**src/rtl/sr194_sequencer.sv**
```systemverilog
// Command sequencer for a 194-type 4-bit universal shift register (LOAD/SHR/SHL/ROR/ROL/SER).
// Optional abort input is enabled by defining SR194_SEQ_ABORT_EN.
module sr194_sequencer #(
  parameter int CNT_W = 4
) (
  input  logic             cp,
  input  logic             mr_,
  input  logic             cmd_valid,
  output logic             cmd_ready,
  input  logic [2:0]       cmd_op,
  input  logic [CNT_W-1:0] cmd_cnt,
  input  logic             cmd_fill,
  input  logic [3:0]       q,
`ifdef SR194_SEQ_ABORT_EN
  input  logic             abort,
`endif
  output logic             s0,
  output logic             s1,
  output logic             dsr,
  output logic             dsl,
  output logic             busy,
  output logic             sout,
  output logic             sout_valid,
  output logic             done,
  output logic             err
);

  typedef enum logic [1:0] {
    ST_IDLE  = 2'b00,
    ST_LOAD  = 2'b01,
    ST_SHIFT = 2'b10,
    ST_DONE  = 2'b11
  } state_t;

  typedef enum logic [2:0] {
    OP_NOP  = 3'b000,
    OP_LOAD = 3'b001,
    OP_SHR  = 3'b010,
    OP_SHL  = 3'b011,
    OP_ROR  = 3'b100,
    OP_ROL  = 3'b101,
    OP_SER  = 3'b110,
    OP_RSVD = 3'b111
  } op_t;

  state_t           r_state;
  state_t           w_nextState;
  op_t              r_op;
  op_t              w_nextOp;
  logic [CNT_W-1:0] r_cnt;
  logic             r_fill;
  logic [1:0]       r_mode;
  logic [1:0]       w_nextMode;
  logic             w_accept;
  logic             w_abort;
  logic             w_aborted;

  function automatic logic isLeft(input op_t op);
    return (op == OP_SHL) || (op == OP_ROL);
  endfunction

  assign w_accept = cmd_valid && (r_state == ST_IDLE);
  assign w_nextOp = w_accept ? op_t'(cmd_op) : r_op;

`ifdef SR194_SEQ_ABORT_EN
  logic r_aborted;

  assign w_abort   = abort && ((r_state == ST_LOAD) || (r_state == ST_SHIFT));
  assign w_aborted = r_aborted;

  // Remembers that the running command was cut short so DONE can flag it.
  always_ff @(posedge cp or negedge mr_) begin
    if (!mr_) begin
      r_aborted <= 1'b0;
    end else if (w_accept) begin
      r_aborted <= 1'b0;
    end else if (w_abort) begin
      r_aborted <= 1'b1;
    end
  end
`else
  assign w_abort   = 1'b0;
  assign w_aborted = 1'b0;
`endif

  always_comb begin
    w_nextState = r_state;
    case (r_state)
      ST_IDLE: begin
        if (w_accept) begin
          case (op_t'(cmd_op))
            OP_LOAD, OP_SER:               w_nextState = ST_LOAD;
            OP_SHR, OP_SHL, OP_ROR, OP_ROL: w_nextState = (cmd_cnt != '0) ? ST_SHIFT : ST_DONE;
            default:                       w_nextState = ST_DONE;
          endcase
        end
      end
      ST_LOAD: begin
        if (w_abort) begin
          w_nextState = ST_DONE;
        end else if ((r_op == OP_SER) && (r_cnt != '0)) begin
          w_nextState = ST_SHIFT;
        end else begin
          w_nextState = ST_DONE;
        end
      end
      ST_SHIFT: begin
        if (w_abort || (r_cnt == CNT_W'(1))) begin
          w_nextState = ST_DONE;
        end
      end
      ST_DONE:  w_nextState = ST_IDLE;
      default:  w_nextState = ST_IDLE;
    endcase
  end

  // Mode is computed for the upcoming state so s1/s0 come straight from a flop.
  always_comb begin
    w_nextMode = 2'b00;
    case (w_nextState)
      ST_LOAD:  w_nextMode = 2'b11;
      ST_SHIFT: w_nextMode = isLeft(w_nextOp) ? 2'b10 : 2'b01;
      default:  w_nextMode = 2'b00;
    endcase
  end

  always_ff @(posedge cp or negedge mr_) begin
    if (!mr_) begin
      r_state <= ST_IDLE;
      r_mode  <= 2'b00;
      r_op    <= OP_NOP;
      r_cnt   <= '0;
      r_fill  <= 1'b0;
    end else begin
      r_state <= w_nextState;
      r_mode  <= w_nextMode;
      if (w_accept) begin
        r_op   <= w_nextOp;
        r_cnt  <= cmd_cnt;
        r_fill <= cmd_fill;
      end else if (r_state == ST_SHIFT) begin
        r_cnt <= r_cnt - CNT_W'(1);
      end
    end
  end

  assign s1 = r_mode[1];
  assign s0 = r_mode[0];

  // Serial inputs follow q live so rotates feed back the bit leaving this cycle.
  always_comb begin
    cmd_ready  = (r_state == ST_IDLE);
    busy       = (r_state != ST_IDLE);
    done       = (r_state == ST_DONE);
    err        = (r_state == ST_DONE) && ((r_op == OP_RSVD) || w_aborted);
    sout_valid = 1'b0;
    sout       = 1'b0;
    dsr        = 1'b0;
    dsl        = 1'b0;
    if (r_state == ST_SHIFT) begin
      sout_valid = 1'b1;
      if (isLeft(r_op)) begin
        sout = q[0];
        dsl  = (r_op == OP_ROL) ? q[0] : r_fill;
      end else begin
        sout = q[3];
        dsr  = (r_op == OP_ROR) ? q[3] : r_fill;
      end
    end
  end

endmodule

```
**config.mk**
```make
export PLATFORM = sky130hd
export DESIGN_NAME = sr194_sequencer
export DESIGN_NICKNAME = d
export VERILOG_FILES = /design/src/rtl/sr194_sequencer.sv
export SDC_FILE = /design/constraint.sdc
export NUM_CORES = 1
export LEC_CHECK = 0
export CAP_MARGIN = 20
export CORE_AREA = 3 3 48 50
export DETAILED_ROUTE_END_ITERATION = 10
export DIE_AREA = 0 0 51 53
export HOLD_SLACK_MARGIN = 0.12
export PLACE_DENSITY_LB_ADDON = 0.12
export SYNTH_ARGS = -nofsm -noshare
export SYNTH_HDL_FRONTEND = slang
export SYNTH_SLANG_ARGS = --single-unit
export TNS_END_PERCENT = 1
```
**constraint.sdc**
```tcl
create_clock -name cp -period 2.4 [get_ports cp]
set_input_delay 0.24 -clock cp [delete_from_list [all_inputs] [get_ports cp]]
set_output_delay 0.24 -clock cp [all_outputs]
set_load 0.02 [all_outputs]
```
; ---- Word-level counts from Yosys, hierarchy flattened
; Index checks and enable logic that the tools add are counted.
[totals]
ff_bits = 12
inputBits = 15
out_inout_bits = 10
elab_cells = 57
[classes]
add_sub_neg = 1
eq_ne = 19
muxes = 20
n_reduce_logical = 12
[op_table]
columns = cell, n
row1 = $eq 3x3->1 const B, 8
row2 = $eq 3x2->1 const B, 4
row3 = $mux 1, 11
row4 = $mux 4, 2
row5 = $pmux 2 s2, 2
row6 = $pmux 2 s4, 1
row7 = $reduce_bool 4->1, 2
row8 = $eq 2x2->1 const B, 3
row9 = $mux 2, 3
row10 = $eq 2x1->1 const B, 2
row11 = $eq 4x1->1 const B, 1
row12 = $reduce_bool 2->1, 2
row13 = $reduce_or 4->1, 1
row14 = $sub 4x1->4 const B, 1
row15 = $eq 3x1->1 const B, 1
row16 = $logic_and 1x1->1, 3
row17 = $mux 3, 1
row18 = $logic_not 2->1, 1
row19 = $logic_or 1x1->1, 2
row20 = $reduce_or 2->1, 1

; ---- Longest topological paths before layout
; Gate-level depths: netlist of run 1.
[logic_depth]
word_depth = 7
mapped_depth = 9
mapped_depth_nobuf = 8

; ---- Worst setup path after synthesis of run 1
; No wires, ideal clock.
[synth_timing]
kind = register to register
startpoint = register r_state[0]
endpoint = register r_mode[0]
setup_ns = 0.083
t_arrival_ns = 1.916
required_ns = 2.317
setup_slack_ns = 0.401
stages_incl_launch_ff = 10
path_buffers = 1
period_less_slack_ns = 1.999
cell_sequence = dfrtp_1 inv_1 ha_1 buf_2 and2_1 a31oi_2 o31a_1 ha_1 nand2b_1 o21ai_0
[synth_between]
elab_cells_between_ends = 16
cone_classes = eq/ne (7) / mux (6) / reduce/logical (3)
[synth_rtl]
columns = item, line_no
row1 = from (decl), 46  ; state_t r_state;
row2 = from (signal assigned), 135  ; r_state <= w_nextState;
row3 = $logic_not 2->1 (*), -
row4 = via cmd_ready, 9  ; output logic cmd_ready,
row5 = $logic_and 1x1->1, 62  ; assign w_accept = cmd_valid && (r_state == ST_IDLE);
row6 = $mux 2, 90  ; if (w_accept) begin
row7 = $pmux 2 s4 (*), 88  ; case (r_state)
row8 = via w_nextState[0], 47  ; state_t w_nextState;
row9 = $eq 2x2->1 or $eq 2x1->1 (tied branches), 120  ; case (w_nextState)
row10 = $pmux 2 s2 (*), 120
row11 = via w_nextMode[0], 53  ; logic [1:0] w_nextMode;
row12 = to (signal assigned), 136  ; r_mode <= w_nextMode;
row13 = to (decl), 52  ; logic [1:0] r_mode;
; Mark *: on every way through the listed nets, which the timed path passes. The rest lies on a longest branch.
; A chain may end at the register's enable or synchronous reset.

; ---- Final worst setup path of run 1
[layout_timing]
startpoint = register r_op[1]
endpoint = output sout
[layout_between]
elab_chain_len = 4
elab_cells_between_ends = 5
cone_classes = eq/ne (2) / mux (2) / reduce/logical (1)
[layout_rtl]
columns = item, line_no
row1 = from (decl), 48  ; op_t r_op;
row2 = from (signal assigned), 138  ; r_op <= w_nextOp;
row3 = $eq 3x2->1 or $eq 3x3->1 (tied branches), 59  ; return (op == OP_SHL) || (op == OP_ROL);
row4 = $logic_or 1x1->1 (*), 59
row5 = $mux 1 (*), 162  ; if (isLeft(r_op)) begin
row6 = $mux 1 (*), 160  ; if (r_state == ST_SHIFT) begin
row7 = to (decl), 22  ; output logic sout,
; Every way passes the cells marked *; elsewhere a longest branch is shown, timed or not.

==> results.tsv, run 1 <==
metric	value	unit
status	completed	
reg2reg end	r_mode[1]$_DFF_PN0_	
gr ovfl total	0	
Num CTS Buffers	3	
Worst Skew	0.001558	ns
io pins	25	
Final ANT Viol Nets	0	
crit path DAT	1.95	ns
Via Count	777	
pwr dens	1302	mW/mm^2
CTS sink cnt	12	
Clk pin slew, worst setup/hold paths	0.08	ns
clk_lat worst skew	0.26	ns
power consumption	1.492	mW
Placed Area	0.001100	sq mm
Iter 0 DRT Violations	9	
Synth Cell Area	859.6	sq um
Area Overhead vs Synth	33.33	%
Post-Route Setup TNS	0	ns
port bufs	22	
drt drc	0	
Initial Util	0.4427	
Fmax	0.4561	GHz
Final period util	0.9135	
Hold Path Class	input port to async pin	
die height	53	um
final-stage net count	142	
Fill cells	184	
First-pass DRT Iterations	4	
die area	0.002703	sq mm
flop2flop setup slack	0.26	ns
leakage power	0.4929	nW
hpwl dp	1559	um
number of synthesized register bits	12	
GPL Wtd Cong	0.7724	
total of max-cap violations	0	
Post-CTS Setup Bufs	0	
actual slew at the worst max-slew pin	0.5469	ns
RR Startpoint	r_state[0]$_DFF_PN0_	
synthesized area per cell	9.144	sq um
GRT Total Usage	0.1725	
fin. max-slew vios	0	
Final Setup Violations	0	
Final Hold Viols	0	
largest net degree at the start of global routing	13	
layout cells sized above 1	0.09402	
RSZ-0062 raised after global routing	no	
clock buffer depth	2	
Crit Path Category	flop to primary output	
Max rail drop VDD	0.8290	mV
yosys synthesis warning count	0	
Critical Path End Type	primary output	
Unique masters post-synth	31	
Antenna Cells	0	
Die Wd	51	um
Post-Syn Nets	118	
row count	16	
sequential element share of the synthesized area	0.3493	
Final min period	2.192	ns
CP Max Fanout	7	
relative slew slack	0.6343	
Reg area	300.3	sq um
Avg WL per Cell	14.12	um
area occupied by multi-input gates	525.5	sq um
Startpoint Class	flop	
H-tree depth	1	
Mapped Cells	94	
Vias/cell	5.396	
CTS tree	yes	
detailed-route wire length	2033	um
first-pass GRT wire length	3477	um
clock root cell	clkbuf_4	
Worst R2R Path Depth	8	
required time of the critical path	2.16	ns
initial antenna violation count	0	
number of global-route vias before repair	768	
core box area	0.001942	sq mm
Design Area, Final	0.001146	sq mm
[worst max path at each step]
stage	startpoint	endpoint	slack, ns
final	r_op[1]$_DFFE_PN0P_	sout	0.21
after global routing	r_op[1]$_DFFE_PN0P_	sout	0.08
after CTS	r_state[0]$_DFF_PN0_	dsl	0.12
after detailed placement	cmd_cnt[0]	r_mode[1]$_DFF_PN0_	0.17
after global placement	cmd_cnt[0]	r_mode[1]$_DFF_PN0_	0.23
after floorplan	r_state[0]$_DFF_PN0_	r_mode[0]$_DFF_PN0_	0.40
[flip-flops by register name, summed over array words and instances (netlist names)]
signal	count
r_cnt	4
r_fill	1
r_mode	2
r_op	3
r_state	2
[through the flow]
step | utilization | hold slack [ns] | setup WS, ns | cells
final | 0.5902 | 0.3247 | 0.2076 | 144
after global routing | 0.5902 | 0.3428 | 0.08110 | 144
after CTS | 0.5851 | 0.3379 | 0.1165 | 144
after detailed placement | 0.5664 | 0.5879 | 0.1739 | 140
after global placement | 0.5664 | 0.5823 | 0.2298 | 140
after floorplan | - | -0.05559 | 0.4014 | 94
[cell families (layout without fill, tap and decap cells)]
logic type | after synthesis | in the layout | share of synthesized area
muxes | 2 | 2 | 0.02620
DFF | 12 | 12 | 0.3493
and+or+nand+nor | 32 | 32 | 0.2023
xor gates and xnor gates | 5 | 5 | 0.05096
AOI/OAI and AO/OA | 24 | 24 | 0.1892
buffers and inverters | 10 | 33 | 0.05094
adders and majority gates | 9 | 9 | 0.1310
[per-layer routing]
metal  global-route usage  wire (um)  up-vias
li1                     -          -      372
met1               0.1955        827      377
met2               0.3219       1090       24
met3              0.02817         84        4
met4              0.06278         29        0
met5                    0          0        -
[cells in the final DEF, fill, tap and decap left out, drive strengths merged, types with 2 or more instances in the layout]
cell | synthesis | final
nor2 | 6 | 6
o31ai | 2 | 2
a21o | 2 | 2
xor2 | 3 | 3
dfrtp | 12 | 12
nand2 | 11 | 11
a31oi | 2 | 2
nor3b | 2 | 2
o21a | 2 | 2
nand2b | 2 | 2
a21oi | 5 | 5
ha | 9 | 9
nand3b | 3 | 3
clkbuf | 1 | 4
mux2 | 2 | 2
clkdlybuf4s50 | 0 | 22
xnor2 | 2 | 2
and3 | 3 | 3
inv | 6 | 6
o21ai | 6 | 6
o31a | 2 | 2
[synthesized netlist by cell type (all sizes together)]
cell type	count	share of area
or3b	1	0.010
ha	9	0.13
nor2	6	0.026
a21boi	1	0.0087
or4	1	0.013
and2	1	0.0073
a21oi	5	0.029
nor2b	1	0.0073
a32oi	1	0.010
nand3b	3	0.026
nand2	11	0.048
a21o	2	0.017
a31oi	2	0.022
a32o	1	0.012
buf	3	0.020
xnor2	2	0.020
xor2	3	0.031
nand2b	2	0.015
o31a	2	0.020
and3	3	0.022
o21a	2	0.017
clkbuf	1	0.0044
o21ai	6	0.035
mux2	2	0.026
nor3b	2	0.017
dfrtp	12	0.35
o31ai	2	0.017
inv	6	0.026
nor4b	1	0.010
[report_power, final]
part | internal, mW | leakage, nW | switching (mW)
Sequential | 0.305 | 0.144 | 0.131
Combinational | 0.437 | 0.328 | 0.458
Clock | 0.0920 | 0.0210 | 0.0680
Total | 0.835 | 0.493 | 0.657
[repair_timing]
action,in CTS,in global routing
endpoints found under the setup margin,0,2
gates resized for setup,0,2
hold buffers,0,0
[worst max-delay path, cell delays in order (launching register included)]
cell	delay, ns
dfrtp_1	0.47
xor2_2	0.24
a21boi_0	0.25
o21a_1	0.14
clkdlybuf4s50_1	0.59
[cell type report]
cell class / count / area share
Clock buffer: 4 / 0.03166
Inverter: 6 / 0.01965
Multi-Input combinational cell: 72 / 0.4585
Sequential cell: 12 / 0.2620
Tap cell: 27 / 0.02948
Timing Repair Buffer: 23 / 0.1987
Note: power is estimated with default switching activity, not from simulation.
==> inputs of run 2 (changes only) <==
--- a/config.mk
+++ b/config.mk
@@ -11,6 +11,7 @@
 export DIE_AREA = 0 0 51 53
 export HOLD_SLACK_MARGIN = 0.12
 export PLACE_DENSITY_LB_ADDON = 0.12
+export SLEW_MARGIN = 20
 export SYNTH_ARGS = -nofsm -noshare
 export SYNTH_HDL_FRONTEND = slang
 export SYNTH_SLANG_ARGS = --single-unit
==> results of run 2 <==
Final layout, timing and power as in run 1 (identical DEF).
